===== src/rtl/cbus_axi_bridge_if.sv =====
// cbus_axi_bridge_if: bundles the CBus request/response pair and the five
// AXI4 channels seen by the CBus-to-AXI bridge.
// Modport "master" is the bridge itself: it receives CBus requests and acts
// as master on AXI. Modport "slave" is the environment around it: it drives
// CBus requests and plays the AXI memory slave.
interface cbus_axi_bridge_if #(
    parameter int ID_W = 4
);

    typedef struct packed {
        logic        valid;
        logic        is_write;
        logic [2:0]  size;
        logic [63:0] addr;
        logic [7:0]  strobe;
        logic [63:0] data;
        logic [3:0]  len;      // beats - 1
    } cbus_req_t;

    typedef struct packed {
        logic        ready;
        logic        last;
        logic [63:0] data;
    } cbus_resp_t;

    cbus_req_t   creq;
    cbus_resp_t  cresp;

    logic [63:0]     araddr;
    logic [7:0]      arlen;
    logic [2:0]      arsize;
    logic [1:0]      arburst;
    logic [ID_W-1:0] arid;
    logic            arvalid;
    logic            arready;

    logic [63:0]     rdata;
    logic [1:0]      rresp;
    logic            rlast;
    logic            rvalid;
    logic            rready;

    logic [63:0]     awaddr;
    logic [7:0]      awlen;
    logic [2:0]      awsize;
    logic [1:0]      awburst;
    logic [ID_W-1:0] awid;
    logic            awvalid;
    logic            awready;

    logic [63:0]     wdata;
    logic [7:0]      wstrb;
    logic            wlast;
    logic            wvalid;
    logic            wready;

    logic [1:0]      bresp;
    logic            bvalid;
    logic            bready;

    modport master (
        input  creq,
        output cresp,
        output araddr, arlen, arsize, arburst, arid, arvalid,
        input  arready,
        input  rdata, rresp, rlast, rvalid,
        output rready,
        output awaddr, awlen, awsize, awburst, awid, awvalid,
        input  awready,
        output wdata, wstrb, wlast, wvalid,
        input  wready,
        input  bresp, bvalid,
        output bready
    );

    modport slave (
        output creq,
        input  cresp,
        input  araddr, arlen, arsize, arburst, arid, arvalid,
        output arready,
        output rdata, rresp, rlast, rvalid,
        input  rready,
        input  awaddr, awlen, awsize, awburst, awid, awvalid,
        output awready,
        input  wdata, wstrb, wlast, wvalid,
        output wready,
        output bresp, bvalid,
        input  bready
    );

endinterface


===== src/rtl/cbus_axi_bridge.sv =====
// cbus_axi_bridge: turns the single outstanding CBus request into one AXI4
// INCR burst and returns read data / write acceptance on the CBus response.
// Build macro CBUS_AXI_BRESP_WAIT_EN: when defined, write completion
// (cresp.last) waits for the AXI B response; when undefined, writes are
// posted and complete on the final W beat (B is still awaited before the
// next request is taken).
//
// Handshake rule on every AXI channel: a transfer happens in each cycle in
// which valid and ready are both high; valid is a pure decode of the state
// register, so it never depends on ready, and the payload stays stable while
// valid waits. CBus: cresp.ready marks one accepted/returned beat, cresp.last
// marks completion of the whole transaction.
module cbus_axi_bridge #(
    parameter int              ID_W   = 4,
    parameter logic [ID_W-1:0] AXI_ID = '0
) (
    input  logic              clk,
    input  logic              reset,
    cbus_axi_bridge_if.master bus,
    output logic              bus_err,
    output logic [2:0]        dbg_state
);

`ifdef CBUS_AXI_BRESP_WAIT_EN
    localparam bit BRESP_WAIT = 1'b1;
`else
    localparam bit BRESP_WAIT = 1'b0;
`endif

    localparam logic [1:0] BURST_INCR = 2'b01;

    typedef enum logic [2:0] {
        S_IDLE = 3'd0,
        S_AR   = 3'd1,
        S_R    = 3'd2,
        S_AW   = 3'd3,
        S_W    = 3'd4,
        S_B    = 3'd5
    } state_t;

    state_t      state_q;
    state_t      state_d;
    logic [63:0] addr_q;
    logic [2:0]  size_q;
    logic [3:0]  len_q;
    logic [3:0]  cnt_q;
    logic [3:0]  cnt_d;
    logic        err_d;
    logic        final_beat;

    // The request is captured only in IDLE; the master holds creq steady for
    // the whole transaction, so a valid seen later is the same request.
    always_ff @(posedge clk) begin
        if (!reset) begin
            state_q <= S_IDLE;
            cnt_q   <= '0;
            addr_q  <= '0;
            size_q  <= '0;
            len_q   <= '0;
            bus_err <= 1'b0;
        end else begin
            state_q <= state_d;
            cnt_q   <= cnt_d;
            bus_err <= err_d;
            if (state_q == S_IDLE && bus.creq.valid) begin
                addr_q <= bus.creq.addr;
                size_q <= bus.creq.size;
                len_q  <= bus.creq.len;
            end
        end
    end

    // Address/control payload comes straight from the latched request; it is
    // only meaningful while the matching valid is high.
    assign bus.araddr  = addr_q;
    assign bus.arlen   = {4'b0000, len_q};
    assign bus.arsize  = size_q;
    assign bus.arburst = BURST_INCR;
    assign bus.arid    = AXI_ID;

    assign bus.awaddr  = addr_q;
    assign bus.awlen   = {4'b0000, len_q};
    assign bus.awsize  = size_q;
    assign bus.awburst = BURST_INCR;
    assign bus.awid    = AXI_ID;

    // Write data is forwarded from the live request; the master advances
    // data/strobe after each cresp.ready beat.
    assign bus.wdata   = bus.creq.data;
    assign bus.wstrb   = bus.creq.strobe;

    assign final_beat  = (cnt_q == len_q);
    assign dbg_state   = state_q;

    // Next-state, beat counter, channel valids/readies and CBus response.
    always_comb begin
        state_d     = state_q;
        cnt_d       = cnt_q;
        err_d       = 1'b0;
        bus.arvalid = 1'b0;
        bus.awvalid = 1'b0;
        bus.wvalid  = 1'b0;
        bus.wlast   = 1'b0;
        bus.rready  = 1'b0;
        bus.bready  = 1'b0;
        bus.cresp   = '0;

        case (state_q)
            S_IDLE: begin
                if (bus.creq.valid) begin
                    state_d = bus.creq.is_write ? S_AW : S_AR;
                end
            end

            S_AR: begin
                bus.arvalid = 1'b1;
                if (bus.arready) begin
                    state_d = S_R;
                end
            end

            S_R: begin
                bus.rready       = 1'b1;
                bus.cresp.ready  = bus.rvalid;
                bus.cresp.last   = bus.rvalid & bus.rlast;
                bus.cresp.data   = bus.rdata;
                err_d            = bus.rvalid & (bus.rresp != 2'b00);
                if (bus.rvalid && bus.rlast) begin
                    state_d = S_IDLE;
                end
            end

            S_AW: begin
                bus.awvalid = 1'b1;
                if (bus.awready) begin
                    state_d = S_W;
                    cnt_d   = '0;
                end
            end

            S_W: begin
                bus.wvalid      = 1'b1;
                bus.wlast       = final_beat;
                bus.cresp.ready = bus.wready;
                bus.cresp.last  = bus.wready & final_beat & ~BRESP_WAIT;
                if (bus.wready) begin
                    cnt_d = cnt_q + 4'd1;
                    if (final_beat) begin
                        state_d = S_B;
                    end
                end
            end

            S_B: begin
                bus.bready     = 1'b1;
                bus.cresp.last = bus.bvalid & BRESP_WAIT;
                err_d          = bus.bvalid & (bus.bresp != 2'b00);
                if (bus.bvalid) begin
                    state_d = S_IDLE;
                end
            end

            default: begin
                state_d = S_IDLE;
            end
        endcase
    end

endmodule


===== src/flat_wrapper.sv =====
// flat-port wrapper written by rule: the top's interface ports become plain ports
module cbus_axi_bridge_flat 
#(
    parameter int              ID_W   = 4,
    parameter logic [ID_W-1:0] AXI_ID = '0
)
  (clk, reset, bus_err, dbg_state, bus_creq, bus_cresp, bus_araddr, bus_arlen, bus_arsize, bus_arburst, bus_arid, bus_arvalid, bus_arready, bus_rdata, bus_rresp, bus_rlast, bus_rvalid, bus_rready, bus_awaddr, bus_awlen, bus_awsize, bus_awburst, bus_awid, bus_awvalid, bus_awready, bus_wdata, bus_wstrb, bus_wlast, bus_wvalid, bus_wready, bus_bresp, bus_bvalid, bus_bready);
  cbus_axi_bridge_if #(.ID_W(ID_W)) bus_i ();
  input  logic clk;
  input  logic reset;
  output logic bus_err;
  output logic [2:0] dbg_state;
  input wire logic [$bits(bus_i.creq)-1:0] bus_creq;
  output wire logic [$bits(bus_i.cresp)-1:0] bus_cresp;
  output wire logic [$bits(bus_i.araddr)-1:0] bus_araddr;
  output wire logic [$bits(bus_i.arlen)-1:0] bus_arlen;
  output wire logic [$bits(bus_i.arsize)-1:0] bus_arsize;
  output wire logic [$bits(bus_i.arburst)-1:0] bus_arburst;
  output wire logic [$bits(bus_i.arid)-1:0] bus_arid;
  output wire logic [$bits(bus_i.arvalid)-1:0] bus_arvalid;
  input wire logic [$bits(bus_i.arready)-1:0] bus_arready;
  input wire logic [$bits(bus_i.rdata)-1:0] bus_rdata;
  input wire logic [$bits(bus_i.rresp)-1:0] bus_rresp;
  input wire logic [$bits(bus_i.rlast)-1:0] bus_rlast;
  input wire logic [$bits(bus_i.rvalid)-1:0] bus_rvalid;
  output wire logic [$bits(bus_i.rready)-1:0] bus_rready;
  output wire logic [$bits(bus_i.awaddr)-1:0] bus_awaddr;
  output wire logic [$bits(bus_i.awlen)-1:0] bus_awlen;
  output wire logic [$bits(bus_i.awsize)-1:0] bus_awsize;
  output wire logic [$bits(bus_i.awburst)-1:0] bus_awburst;
  output wire logic [$bits(bus_i.awid)-1:0] bus_awid;
  output wire logic [$bits(bus_i.awvalid)-1:0] bus_awvalid;
  input wire logic [$bits(bus_i.awready)-1:0] bus_awready;
  output wire logic [$bits(bus_i.wdata)-1:0] bus_wdata;
  output wire logic [$bits(bus_i.wstrb)-1:0] bus_wstrb;
  output wire logic [$bits(bus_i.wlast)-1:0] bus_wlast;
  output wire logic [$bits(bus_i.wvalid)-1:0] bus_wvalid;
  input wire logic [$bits(bus_i.wready)-1:0] bus_wready;
  input wire logic [$bits(bus_i.bresp)-1:0] bus_bresp;
  input wire logic [$bits(bus_i.bvalid)-1:0] bus_bvalid;
  output wire logic [$bits(bus_i.bready)-1:0] bus_bready;
  assign bus_i.creq = bus_creq;
  assign bus_cresp = bus_i.cresp;
  assign bus_araddr = bus_i.araddr;
  assign bus_arlen = bus_i.arlen;
  assign bus_arsize = bus_i.arsize;
  assign bus_arburst = bus_i.arburst;
  assign bus_arid = bus_i.arid;
  assign bus_arvalid = bus_i.arvalid;
  assign bus_i.arready = bus_arready;
  assign bus_i.rdata = bus_rdata;
  assign bus_i.rresp = bus_rresp;
  assign bus_i.rlast = bus_rlast;
  assign bus_i.rvalid = bus_rvalid;
  assign bus_rready = bus_i.rready;
  assign bus_awaddr = bus_i.awaddr;
  assign bus_awlen = bus_i.awlen;
  assign bus_awsize = bus_i.awsize;
  assign bus_awburst = bus_i.awburst;
  assign bus_awid = bus_i.awid;
  assign bus_awvalid = bus_i.awvalid;
  assign bus_i.awready = bus_awready;
  assign bus_wdata = bus_i.wdata;
  assign bus_wstrb = bus_i.wstrb;
  assign bus_wlast = bus_i.wlast;
  assign bus_wvalid = bus_i.wvalid;
  assign bus_i.wready = bus_wready;
  assign bus_i.bresp = bus_bresp;
  assign bus_i.bvalid = bus_bvalid;
  assign bus_bready = bus_i.bready;
  cbus_axi_bridge #(.ID_W(ID_W), .AXI_ID(AXI_ID)) u_core (.clk(clk), .reset(reset), .bus(bus_i), .bus_err(bus_err), .dbg_state(dbg_state));
endmodule

===== config.mk =====
export PLATFORM = sky130hd
export DESIGN_NAME = cbus_axi_bridge_flat
export DESIGN_NICKNAME = d
export VERILOG_FILES = /design/src/rtl/cbus_axi_bridge_if.sv /design/src/rtl/cbus_axi_bridge.sv /design/src/flat_wrapper.sv
export SDC_FILE = /design/constraint.sdc
export NUM_CORES = 1
export LEC_CHECK = 0
export BUFFER_PORTS_ARGS = -buffer_cell sky130_fd_sc_hd__buf_4
export CORE_AREA = 4 4 206 208
export CTS_CLUSTER_SIZE = 14
export DETAILED_ROUTE_END_ITERATION = 16
export DIE_AREA = 0 0 210 212
export PLACE_DENSITY = 0.37
export SYNTH_ARGS = -nofsm -noshare
export SYNTH_HDL_FRONTEND = slang
export SYNTH_SLANG_ARGS = --single-unit
export TNS_END_PERCENT = 1

===== constraint.sdc =====
create_clock -name clk -period 2 [get_ports clk]
set_input_delay 0.3 -clock clk [delete_from_list [all_inputs] [get_ports clk]]
set_output_delay 0.3 -clock clk [all_outputs]
set_load 0.01 [all_outputs]

==> flow_summary.ini <==
[placement]
placedCellCount = 1338
gp_congestion = 0.8303
portBuffers = 366
dpl.hpwl_um = 21520

[setup_path]
rr_startpoint = u_core.dbg_state[1]
reg2reg_setup_slack_ns = 0.43
startpoint_type = register
worstPathArrival_ns = 1.61
reg2reg_to = u_core.bus.araddr[34]
setup.worst_path.class = reg2out
worstSetupEndpoint = bus_wlast
required_ns = 1.70
startpoint = u_core.cnt_q[0]
critPathMaxFanout = 3
crit_path_end_kind = output pin
ff2ff_path_depth = 5

[clock_network]
h-tree-depth = 3
numCtsBuffers = 9
cts_tree = done
cts_hold_buf = 0
cts_root_buf = clkbuf_16
clk_latency_ns = 0.35
path_clk_slew_ns = 0.07
clock-sinks = 79
cts_buffer_depth = 2

[pwr]
p_per_area_nw_per_um2 = 694.5
peakVddDrop_uv = 340.3
power_leakage_nw = 3.567

[logic_synthesis]
ys_seq_area_frac = 0.3259
yosys.area_share.simple = 0.2285
synth_compound_area_frac = 0.1333
yosys.area.top_type_share = 0.3259
synth_edf_count = 0
synth-main-ff-cell = dfxtp_1
synthXorXnorAreaFrac = 0.01083
ys_ff_latch = 79
post-synth-top-area-cell = dfxtp_1
synth-adder-area-share = 0.002579
syn_avg_cell_area_um2 = 7.967
syn_inst = 609
synthMuxAreaShare = 0.002321
async_flop_share = 0
synth_cell_types = 34
yosys_warnings = 0
synthesis.area_um2 = 4852
synth_area_leaders = dfxtp_1 33%, buf_4 25%, nand2_1 12%, a21boi_1 11%, and2_1 8.5%
synth_top_family_by_area = buffers and inverters

[finish]
drive_above_1_share = 0.5078
areaGrowthSynthToFinish_pct = 55.83
nets = 1048
fin_cells = 1364
final_common_cell = buf_4
layout_common_cells = 376 x buf_4, 151 x nand2_1, 70 x a21boi_1

[global_routing]
grt_use_met3 = 0.05283
overflow = 0
grt_start_max_net_pins = 51
grt_busiest_layer = met2
grtUsageMet1 = 0.1114
track_usage = 0.1113
use_met2 = 0.2067
grt_pass1_wl_um = 35130
grt_pass1_vias = 4457
antenna_found_initial = 2

[floorplanning]
die_y_um = 212
die_w_um = 210
fp.dieArea_um2 = 44520
io_pins = 531
start_util = 0.1196
core_area_um2 = 40550
rows = 74

[drt]
drc = 0
ant_nets = 0
firstDrtPassIters = 4
dr.first_iter.drc_count = 141
vias = 4581
wl_per_cell_um = 19.48
routed_wl_um = 26580
vias_per_cell = 3.359

[timing]
finalCritPeriodShare = 0.9569
setup_viol = 0
finalHoldViolCount = 0
final_max_slew_viol_count = 0
layout_min_cycle_time_ns = 1.914
whs_ns = 0.1848
fmax_mhz = 522.5
rsz0062_at_grt = true
fin_skew_ns = 0.01119

[worst_hold_path]
worst_hold_path_type = in2reg

[run_status]
status = completed

[flow_run]
max-cap-violations = 0
-- layer usage --
metal	part of all wire	wire, um
met1	0.34	8969
met3	0.11	2968
met5	0.00041	11
met2	0.53	14170
met4	0.017	454
-- synthesized netlist by cell type, types with 2 or more instances --
| library cell | number |
|---|---|
| a21boi_1 | 70 |
| o2111ai_1 | 2 |
| xnor2_1 | 6 |
| nand3_1 | 3 |
| buf_6 | 8 |
| buf_4 | 164 |
| a21boi_0 | 5 |
| conb_1 | 2 |
| and2_1 | 66 |
| clkbuf_1 | 15 |
| buf_2 | 10 |
| nor2_1 | 4 |
| nand3b_1 | 2 |
| o211ai_1 | 2 |
| a21oi_1 | 2 |
| dfxtp_1 | 79 |
| nor2b_1 | 2 |
| nand2_1 | 151 |
-- flip-flops by register name, indices dropped and copies added, names as in the netlist --
register and flops:
u_core.cnt_q 4, u_core.bus.araddr 64, u_core.dbg_state 3, u_core.bus_err 1, u_core.len_q 4, u_core.bus.arsize 3
-- worst max-delay path, cell delays in order, from the launching register on --
cell and delay, ns:
dfxtp_4 0.36, xnor2_2 0.15, nand4_1 0.22, nor3b_2 0.28
buf_4 0.16, buf_6 0.10
-- report_power, final --
| group | internal [mW] | total (mW) | leakage [nW] | switching [mW] |
|---|---|---|---|---|
| Combinational | 0.809 | 1.55 | 2.75 | 0.739 |
| Clock | 1.14 | 1.89 | 0.159 | 0.753 |
| Sequential | 1.69 | 1.81 | 0.654 | 0.119 |
-- how the worst min path moves through the flow --
stage | endpoint | from | slack (ns) | cells after the start
floorplan | u_core.bus.araddr[0] | bus_creq[76] | 0.43 | 2
global placement | u_core.bus.araddr[37] | u_core.bus.araddr[37] | 0.46 | 2
detailed placement | u_core.bus.araddr[23] | u_core.bus.araddr[23] | 0.47 | 2
CTS | u_core.bus.araddr[60] | bus_creq[136] | 0.17 | 3
global route | u_core.bus.araddr[55] | bus_creq[131] | 0.17 | 3
finish | u_core.len_q[0] | bus_creq[0] | 0.18 | 3
-- stage by stage --
stage | util | total power [mW] | setup TNS [ns] | instance area (um^2) | setup slack, ns
5_1_grt | 0.1864 | 5.586 | -0.07378 | 7559 | -0.02985
2_1_floorplan | - | 2.766 | 0 | 4920 | 0.3559
6_report | 0.1864 | 5.251 | 0 | 7561 | 0.08628
3_3_place_gp | 0.1738 | 3.379 | 0 | 7047 | 0.08605
3_5_place_dp | 0.1738 | 3.386 | 0 | 7047 | 0.09887
4_1_cts | 0.1834 | 5.386 | -1.660 | 7438 | -0.05844
-- cells by family after synthesis --
kind of cell / count (synthesis)
compound gates: 86
xor+xnor: 6
fa+ha+maj: 1
buf+inv: 198
flops: 79
mux: 1
other cells: 2
simple gates: 236
-- timing repair --
item / in CTS / in global routing
gates resized for setup: 13 / 14
pin swaps: 2 / 6
setup buffers: 0 / 7
cloned: 1 / 1
setup endpoints to repair: 70 / 58
-- final cells by class --
cell class	instances	area (um^2)
inverters	1	3.754
diodes	1	2.502
clock buffers	10	239.0
clock inverters	6	90.09
flip-flops and latches	79	1613
fillers	4620	32990
well taps	532	665.6
repair buffers	385	2989
multi-input cells	350	1958
No activity file was read; power rests on OpenSTA's default activity.
